$ cat config.mk
export PLATFORM = sky130hd
export DESIGN_NAME = fetch_stage
export DESIGN_NICKNAME = d
export VERILOG_FILES = /design/src/rtl/fetch_stage_pkg.sv /design/src/rtl/fetch_perf_counter.sv /design/src/rtl/fetch_stage.sv
export SDC_FILE = /design/constraint.sdc
export NUM_CORES = 1
export LEC_CHECK = 0
export ABC_CLOCK_PERIOD_IN_PS = 4430
export BUFFER_PORTS_ARGS = -buffer_cell sky130_fd_sc_hd__buf_2
export CORE_UTILIZATION = 33
export CTS_BUF_LIST = sky130_fd_sc_hd__clkbuf_8
export DETAILED_ROUTE_END_ITERATION = 8
export PLACE_DENSITY = 0.52
export SLEW_MARGIN = 20
export SYNTH_ARGS = -nofsm -noshare
export SYNTH_HDL_FRONTEND = slang
export SYNTH_SLANG_ARGS = --single-unit
$ cat constraint.sdc
create_clock -name clk -period 4.43 [get_ports clk]
set_input_delay 0.886 -clock clk [delete_from_list [all_inputs] [get_ports clk]]
set_output_delay 0.886 -clock clk [all_outputs]
set_load 0.02 [all_outputs]
$ cat src/rtl/fetch_stage_pkg.sv
// Shared types and constants for the instruction fetch stage.
package fetch_stage_pkg;

    typedef enum logic [1:0] {
        S_FILL,
        S_RUN,
        S_HALT
    } fetch_state_e;

    localparam logic [63:0] NOP_INSTR = 64'd0;

    function automatic logic [31:0] sat_inc32(input logic [31:0] value, input logic inc);
        if (inc && (value != 32'hFFFF_FFFF))
            return value + 32'd1;
        return value;
    endfunction

endpackage

$ cat src/rtl/fetch_perf_counter.sv
// Saturating event counters for fetch stalls and redirect flushes.
module fetch_perf_counter
    import fetch_stage_pkg::*;
(
    input  logic        clk,
    input  logic        n_reset,
    input  logic        i_stall,
    input  logic        i_flush,
    output logic [31:0] o_stall_cnt,
    output logic [31:0] o_flush_cnt
);

    logic [31:0] r_stall_cnt;
    logic [31:0] r_flush_cnt;

    always_ff @(posedge clk or negedge n_reset) begin
        if (!n_reset) begin
            r_stall_cnt <= 32'd0;
            r_flush_cnt <= 32'd0;
        end else begin
            r_stall_cnt <= sat_inc32(r_stall_cnt, i_stall);
            r_flush_cnt <= sat_inc32(r_flush_cnt, i_flush);
        end
    end

    assign o_stall_cnt = r_stall_cnt;
    assign o_flush_cnt = r_flush_cnt;

endmodule

$ cat src/rtl/fetch_stage.sv
// Instruction fetch stage with one-cycle-latency memory and IF/ID register.
// Optional FETCH_PERF_CNT_EN adds stall/flush performance counter outputs.
module fetch_stage
    import fetch_stage_pkg::*;
#(
    parameter int imem_addr_width = 10,
    parameter int instr_width     = 16
) (
    input  logic                       clk,
    input  logic                       n_reset,
    input  logic                       IF_stall_i,
    input  logic                       ID_stall_i,
    input  logic                       redirect_valid_i,
    input  logic [imem_addr_width-1:0] redirect_pc_i,
    input  logic                       halt_i,
    output logic [imem_addr_width-1:0] imem_addr_o,
    input  logic [instr_width-1:0]     imem_data_i,
    output logic [instr_width-1:0]     if_id_instr_o,
    output logic [imem_addr_width-1:0] if_id_pc_o,
    output logic                       if_id_valid_o
`ifdef FETCH_PERF_CNT_EN
    ,
    output logic [31:0]                stall_cnt_o,
    output logic [31:0]                flush_cnt_o
`endif
);

    localparam logic [instr_width-1:0]     NOP    = NOP_INSTR[instr_width-1:0];
    localparam logic [imem_addr_width-1:0] PC_ONE = 1;

    fetch_state_e                 r_state,    w_state_nxt;
    logic [imem_addr_width-1:0]   r_pc,       w_pc_nxt;
    logic [imem_addr_width-1:0]   r_fetch_pc, w_fetch_pc_nxt;
    logic                         r_fetch_valid, w_fetch_valid_nxt;
    logic [instr_width-1:0]       r_if_id_instr, w_if_id_instr_nxt;
    logic [imem_addr_width-1:0]   r_if_id_pc,    w_if_id_pc_nxt;
    logic                         r_if_id_valid, w_if_id_valid_nxt;
    logic                         w_stall;

    assign w_stall = IF_stall_i | ID_stall_i;

    // While stalled, re-present the in-flight address so next cycle's data still matches fetch_pc.
    assign imem_addr_o = redirect_valid_i ? redirect_pc_i :
                         w_stall          ? r_fetch_pc    : r_pc;

    always_comb begin
        w_state_nxt       = r_state;
        w_pc_nxt          = r_pc;
        w_fetch_pc_nxt    = r_fetch_pc;
        w_fetch_valid_nxt = r_fetch_valid;
        w_if_id_instr_nxt = r_if_id_instr;
        w_if_id_pc_nxt    = r_if_id_pc;
        w_if_id_valid_nxt = r_if_id_valid;

        if (redirect_valid_i) begin
            w_pc_nxt          = redirect_pc_i + PC_ONE;
            w_fetch_pc_nxt    = redirect_pc_i;
            w_fetch_valid_nxt = 1'b1;
            w_if_id_valid_nxt = 1'b0;
            w_if_id_instr_nxt = NOP;
            w_state_nxt       = S_RUN;
        end else begin
            case (r_state)
                S_FILL: begin
                    if (!w_stall) begin
                        w_pc_nxt          = PC_ONE;
                        w_fetch_pc_nxt    = '0;
                        w_fetch_valid_nxt = 1'b1;
                        w_state_nxt       = S_RUN;
                    end
                end
                S_RUN: begin
                    if (!w_stall) begin
                        w_if_id_instr_nxt = r_fetch_valid ? imem_data_i : NOP;
                        w_if_id_pc_nxt    = r_fetch_pc;
                        w_if_id_valid_nxt = r_fetch_valid;
                        if (halt_i) begin
                            w_fetch_valid_nxt = 1'b0;
                            w_state_nxt       = S_HALT;
                        end else begin
                            w_pc_nxt          = r_pc + PC_ONE;
                            w_fetch_pc_nxt    = r_pc;
                            w_fetch_valid_nxt = 1'b1;
                        end
                    end
                end
                S_HALT: begin
                    w_fetch_valid_nxt = 1'b0;
                    if (!ID_stall_i) begin
                        w_if_id_instr_nxt = NOP;
                        w_if_id_valid_nxt = 1'b0;
                    end
                end
                default: w_state_nxt = S_FILL;
            endcase
        end
    end

    always_ff @(posedge clk or negedge n_reset) begin
        if (!n_reset) begin
            r_state       <= S_FILL;
            r_pc          <= '0;
            r_fetch_pc    <= '0;
            r_fetch_valid <= 1'b0;
            r_if_id_instr <= NOP;
            r_if_id_pc    <= '0;
            r_if_id_valid <= 1'b0;
        end else begin
            r_state       <= w_state_nxt;
            r_pc          <= w_pc_nxt;
            r_fetch_pc    <= w_fetch_pc_nxt;
            r_fetch_valid <= w_fetch_valid_nxt;
            r_if_id_instr <= w_if_id_instr_nxt;
            r_if_id_pc    <= w_if_id_pc_nxt;
            r_if_id_valid <= w_if_id_valid_nxt;
        end
    end

    assign if_id_instr_o = r_if_id_instr;
    assign if_id_pc_o    = r_if_id_pc;
    assign if_id_valid_o = r_if_id_valid;

`ifdef FETCH_PERF_CNT_EN
    fetch_perf_counter u_perf (
        .clk         (clk),
        .n_reset     (n_reset),
        .i_stall     (w_stall),
        .i_flush     (redirect_valid_i),
        .o_stall_cnt (stall_cnt_o),
        .o_flush_cnt (flush_cnt_o)
    );
`endif

endmodule

==> results of run 1 <==
-- final timing paths --
path,to,startpoint,cells after the start,slack (ns)
worst max-delay path,imem_addr_o[6],IF_stall_i,5,1.28
worst min-delay path,if_id_valid_o,if_id_valid_o,1,0.48
worst max register to register,r_pc[6],r_state[1],6,1.33
worst min register to register,if_id_valid_o,if_id_valid_o,1,0.48
max in group asynchronous,r_pc[5],n_reset,2,3.32
min in group asynchronous,r_state[0],n_reset,2,0.68
-- power breakdown --
part	total [uW]	switching [uW]	internal (uW)
Clock	331	160	171
Combinational	741	457	284
Sequential	708	112	597
Total	1780	728	1050
-- cells in the final DEF (no fill, tap or decap), drive strengths merged, types with 2 or more instances in the layout --
cell type | synthesis | final
buf | 7 | 70
dfrtp | 50 | 50
nand2 | 40 | 40
a31oi | 20 | 20
nand3 | 18 | 18
a22o | 16 | 16
nor2 | 15 | 15
a21oi | 12 | 12
mux2 | 10 | 10
nor4 | 8 | 8
o21ai | 6 | 6
mux2i | 6 | 6
inv | 5 | 6
and2 | 5 | 5
ha | 5 | 5
clkbuf | 13 | 5
nor3 | 4 | 4
nand2b | 4 | 4
xnor2 | 3 | 3
a22oi | 3 | 3
xor2 | 3 | 3
a21o | 2 | 2
nand4 | 2 | 2
and3 | 2 | 2
o211ai | 2 | 2
a32oi | 2 | 2
nand4b | 2 | 2
-- metal layers --
layer	up-vias	routed length, um	GRT usage [%]
met5	-	0	0
met4	0	51	5.47
met3	4	447	3.65
met2	99	3090	25.4
met1	1111	3370	26.5
li1	1145	-	-
-- registers in the layout, indices dropped and copies added (netlist names) --
register and count:
if_id_instr_o 16, if_id_pc_o 10, if_id_valid_o 1, r_fetch_pc 10, r_fetch_valid 1, r_pc 10, r_state 2
-- kinds of logic after synthesis --
| family | share of synthesized area (%) |
|---|---|
| DFF | 46.8 |
| xor gates and xnor gates | 1.97 |
| buffers and inverters | 4.03 |
| AOI/OAI and AO/OA | 18.4 |
| adders and majority gates | 2.34 |
| and+or+nand+nor | 20.0 |
| muxes | 6.46 |
-- layout make-up --
type | count | area, um^2 | share of cell area (%)
Tap cell | 102 | 128 | 4.01
Timing Repair Buffer | 70 | 355 | 11.2
Multi-Input combinational cell | 205 | 1310 | 41.3
Inverter | 5 | 18.8 | 0.590
Sequential cell | 50 | 1250 | 39.3
Clock inverter | 3 | 47.5 | 1.49
Clock buffer | 5 | 68.8 | 2.16
-- through the flow --
stage	util [%]	std cells	worst slack (ns)	hold slack (ns)	power (uW)
after CTS	41.0	440	1.29	0.485	1800
after global placement	39.5	432	1.27	0.456	1450
final	41.0	440	1.28	0.482	1780
after floorplan	-	280	1.49	0.469	1230
after detailed placement	39.5	432	1.22	0.461	1460
after global routing	41.0	440	1.12	0.521	1920
-- critical path: cells and delay by family --
family	cells	cell delay (ns)
and+or+nand+nor	2	0.82
buffers and inverters	2	0.32
AOI/OAI and AO/OA	1	0.24
==> results_dict.tcl, run 1 <==
set metrics [dict create \
    cp.required_ns 3.54 \
    finalInstanceArea_um2 3180 \
    kind_of_critical_path "in -> out" \
    ys_seq_elements 50 \
    htree_levels 2 \
    timing.fmax_ghz 0.318 \
    syn2layout_area_growth_pct 19.1 \
    synth.most_common_cell "sky130_fd_sc_hd__dfrtp_1" \
    fin_setup_tns_ns 0 \
    grt-ovfl-total 0 \
    mappedNetlistArea_um2 2670 \
    holdBufCountCts 0 \
    via_per_inst 5.36 \
    grt_pass1_wl_um 11700 \
    synth-edff-count 0 \
    setup.worst_path.start_class "primary input" \
    maxCapViolCount 0 \
    leakagePower_uw 0.00145 \
    result_of_the_run "finished clean" \
    wl_per_cell_um 15.8 \
    synth_top_cells_by_count "sky130_fd_sc_hd__dfrtp_1 (50), sky130_fd_sc_hd__nand2_1 (40), sky130_fd_sc_hd__a31oi_1 (20)" \
    critical_path.cell_chain "buf_2, nor2_1, nand2_1, a31oi_1, buf_2" \
    numCtsBuffers 5 \
    worstPathMaxFanout 12 \
    cts.clk_slew.worst_paths_ns 0.10 \
    mapped_avg_cell_area_um2 9.54 \
    report.final.setup_viol 0 \
    report.final.slew_viol_count 0 \
    clock-sinks 50 \
    critical-path-max-stage-delay_ns 0.70 \
    worst_hold_path_type "reg -> reg" \
    post_cts.repair.setup_buffers 0 \
    synth.yosys.seq_area_share_pct 46.8 \
    max-vdd-ir-drop_uv 200 \
    rsz_0062_raised_after_global_routing "false" \
    cp_common_cell "sky130_fd_sc_hd__buf_2" \
    ys_dominant_reg_cell "sky130_fd_sc_hd__dfrtp_1" \
    detail_route.first_pass.iterations 4 \
    hold_violations 0 \
    postSynthCellCount 280 \
    max-clock-path-buffers 2 \
    postcts_resize_cnt 0 \
    design.portCount 69 \
    synth.top_cell.area_share_pct 46.8 \
    drcViolationCount 0 \
    layout_worst_path_cycle_share_pct 71.0 \
    yosysTopAreaCell "sky130_fd_sc_hd__dfrtp_1" \
    detailroute.via_count 2359 \
    place.gp.congestion 0.824 \
    cpMaxStageDelayCell "sky130_fd_sc_hd__nor2_1" \
    floorplan.die.width_um 92.0 \
    worst_max_slew_margin_expressed_relative_to_the_limit_pct 38.4 \
    groute.usage.overall_pct 17.7 \
    ys_top_cells_by_area "sky130_fd_sc_hd__dfrtp_1 (47%), sky130_fd_sc_hd__nand2_1 (5.6%), sky130_fd_sc_hd__a22o_1 (5.2%)" \
    finish.net_count 374 \
    syn_nets 317 \
    core_area_um2 7770 \
    floorplan.initialDensity_pct 34.4 \
    worstPathArrival_ns 2.26 \
    post-route-min-period_ns 3.15 \
    clk-insertion-delay-late_ns 0.30 \
    fin_skew_ns 0.00551 \
    antenna_violations_before_repair 0 \
    drt-initial-drc-count 156 \
    die_h_um 92.0 \
    ys_async_sr_fraction_pct 100 \
    grt_start_max_net_pins 51 \
    antenna-diode-count 0 \
    tritoncts "built" \
    die_area_um2 8460 \
    grt_pass1_vias 2218 \
    powerDensity_nw_per_um2 559 \
    final.fill_count 788 \
    floorplan.rows 32 \
    cts_root_buf "sky130_fd_sc_hd__clkbuf_8" \
    drt-total-wl_um 6960 \
    final_layout_size_suffix_gt1_share_pct 27.2 \
    critPathCaptureType "primary output" \
    timing_worst_slew_pin_value_ns 0.920 \
    placed_cell_area_um2 3070 \
    placement.io_buffers 68 \
    synth_cell_type_count 46 \
    ys_warn_count 0 \
    dp_hpwl_um 4820 \
    detail-route-antenna-nets 0 \
]
Note: power is estimated with default switching activity, not from simulation.
==> inputs of run 2 (changes only) <==
--- a/config.mk
+++ b/config.mk
@@ -5,7 +5,7 @@
 export SDC_FILE = /design/constraint.sdc
 export NUM_CORES = 1
 export LEC_CHECK = 0
-export ABC_CLOCK_PERIOD_IN_PS = 4430
+export ABC_CLOCK_PERIOD_IN_PS = 3000
 export BUFFER_PORTS_ARGS = -buffer_cell sky130_fd_sc_hd__buf_2
 export CORE_UTILIZATION = 33
 export CTS_BUF_LIST = sky130_fd_sc_hd__clkbuf_8
==> constraint.sdc (replaced) <==
create_clock -name clk -period 3 [get_ports clk]
set_input_delay 0.6 -clock clk [delete_from_list [all_inputs] [get_ports clk]]
set_output_delay 0.6 -clock clk [all_outputs]
set_load 0.02 [all_outputs]
==> run 2 against run 1 <==
  * Total power grew 45%
  * Non-clock buffer count grew 7
  * Hold slack got worse by 0.32 ns
  * Clock skew barely moved
  * Via count increased by 2.0%
  * Routed wire length increased by 1.9%
  * Cell count up 1.4%
  * Combinational power is 52% higher
  * Largest power group unchanged
  * Clock-buffer cell count stayed put
  * Flip-flop and latch count unchanged
  * Clock power grew 20%
  * Critical path depth stayed put
==> results_dict.tcl, run 2 (synthesis results as in run 1) <==
set metrics [dict create \
    finish.net_count 381 \
    grt_start_max_net_pins 40 \
    antenna-diode-count 0 \
    timing.fmax_ghz 0.407 \
    leakagePower_uw 0.00146 \
    maxCapViolCount 0 \
    max-vdd-ir-drop_uv 284 \
    die_area_um2 8460 \
    layout_worst_path_cycle_share_pct 81.8 \
    dp_hpwl_um 4960 \
    critical-path-max-stage-delay_ns 0.62 \
    clock-sinks 50 \
    worstPathArrival_ns 1.86 \
    share_clk_of_total_power_pct 15.4 \
    largest_register_ff_count 16 \
    grt.busiest_layer "met2" \
    grt_pass1_vias 2319 \
    fin_setup_tns_ns 0 \
    drcViolationCount 0 \
    timing.final.ws_setup_ns 0.545 \
    cts_root_buf "sky130_fd_sc_hd__clkbuf_8" \
    floorplan.initialDensity_pct 34.4 \
    setup.worst_path.start_class "primary input" \
    worst_hold_path_type "in -> async" \
    via_per_inst 5.39 \
    place_worst_setup_slack_ns 0.532 \
    placement.io_buffers 68 \
    numCtsBuffers 5 \
    detail_route.first_pass.iterations 6 \
    drt-initial-drc-count 163 \
    internal_power_uw 1480 \
    holdBufCountCts 0 \
    worst_max_slew_margin_expressed_relative_to_the_limit_pct 47.2 \
    timing_worst_slew_pin_value_ns 0.792 \
    cpMaxStageDelayCell "sky130_fd_sc_hd__or2_1" \
    wl_per_cell_um 15.9 \
    cp.required_ns 2.40 \
    result_of_the_run "finished clean" \
    cts.clk_slew.worst_paths_ns 0.09 \
    seqPwrFrac_pct 40.7 \
    grt-ovfl-total 0 \
    htree_levels 2 \
    report.final.setup_viol 0 \
    fin_skew_ns 0.00565 \
    mostFrequentLayoutCell "sky130_fd_sc_hd__buf_2" \
    clk-insertion-delay-late_ns 0.30 \
    cp_common_cell "sky130_fd_sc_hd__buf_2" \
    groute.usage.overall_pct 17.7 \
    final.fill_count 783 \
    post_cts.repair.setup_buffers 0 \
    place.gp.congestion 0.819 \
    detailroute.via_count 2406 \
    post-route-min-period_ns 2.46 \
    p_switching_uw 1090 \
    report.final.slew_viol_count 0 \
    core_area_um2 7770 \
    floorplan.die.width_um 92.0 \
    global_route.usage.met3_pct 2.90 \
    grt_pass1_wl_um 11700 \
    top_library_cells_by_usage_in_the_layout_fill_and_taps_aside "sky130_fd_sc_hd__buf_2 (68), sky130_fd_sc_hd__dfrtp_1 (50), sky130_fd_sc_hd__nand2_1 (40)" \
    power_frac_comb_pct 43.9 \
    hold_violations 0 \
    final_util_pct 41.2 \
    rsz_0062_raised_after_global_routing "false" \
    tritoncts "built" \
    drt-total-wl_um 7090 \
    die_h_um 92.0 \
    grt_use_met2_pct 28.1 \
    syn2layout_area_growth_pct 19.9 \
    worstPathMaxFanout 20 \
    floorplan.rows 32 \
    antenna_violations_before_repair 0 \
    power.share.switching_pct 42.3 \
    groute.layer.met1.usage_pct 24.5 \
    postcts_resize_cnt 0 \
    design.portCount 69 \
    detail-route-antenna-nets 0 \
    critPathCaptureType "primary output" \
    kind_of_critical_path "in -> out" \
    final_layout_size_suffix_gt1_share_pct 28.5 \
    powerDensity_nw_per_um2 803 \
    max-clock-path-buffers 2 \
    critical_path.cell_chain "buf_2, or2_1, nand2_1, a31oi_1, buf_2" \
]
[run 2: cell count changes in the layout (fill, tap and decap cells not counted), sizes merged]
cell	change
buf	+7
clkinvlp	+2
bufinv	-1
clkinv	-1
inv	-1
[run 2: stage by stage]
stage	cells	power (uW)	hold WS (ns)	cell area, um^2
3_3_place_gp	439	2180	0.457	3120
6_report	446	2570	0.166	3200
4_1_cts	446	2590	0.163	3200
2_1_floorplan	280	1820	0.304	2670
3_5_place_dp	439	2190	0.461	3120
5_1_grt	446	2750	0.180	3200
[run 2: power by group through the flow]
| stage | combinational, uW | sequential [uW] | clock (uW) |
|---|---|---|---|
| after detailed placement | 1140 | 1060 | 0 |
| after CTS | 1140 | 1050 | 411 |
| after global routing | 1240 | 1080 | 431 |
| final | 1130 | 1050 | 396 |
| after floorplan | 636 | 1180 | 0 |
| after global placement | 1120 | 1050 | 0 |
[run 2: cell type report]
cell class	count	area [um^2]	share of cell area, %
Tap cell	102	128	3.98
Clock buffer	5	68.8	2.15
Clock inverter	2	15.0	0.469
Timing Repair Buffer	77	408	12.7
Sequential cell	50	1250	39.1
Multi-Input combinational cell	205	1310	41.0
Inverter	5	18.8	0.586
[run 2: critical path, delay by kind of cell]
family / cells / cell delay (ns)
compound gates: 1 / 0.21
simple gates: 2 / 0.74
buf+inv: 2 / 0.30
[run 2: metal layers]
metal	vias to the layer above	routed length (um)
li1	1157	-
met3	8	424
met4	0	104
met2	90	3160
met1	1151	3410
met5	-	0
[run 2: final timing paths]
kind,start,end,slack (ns),cells past startpoint
setup / recovery,IF_stall_i,imem_addr_o[3],0.54,5
hold / removal,n_reset,if_id_pc_o[4],0.17,1
setup reg to reg,r_state[1],r_pc[0],0.85,7
hold reg to reg,if_id_valid_o,if_id_valid_o,0.48,1
max in group asynchronous,n_reset,if_id_instr_o[0],2.04,2
min in group clk,if_id_valid_o,if_id_valid_o,0.48,1
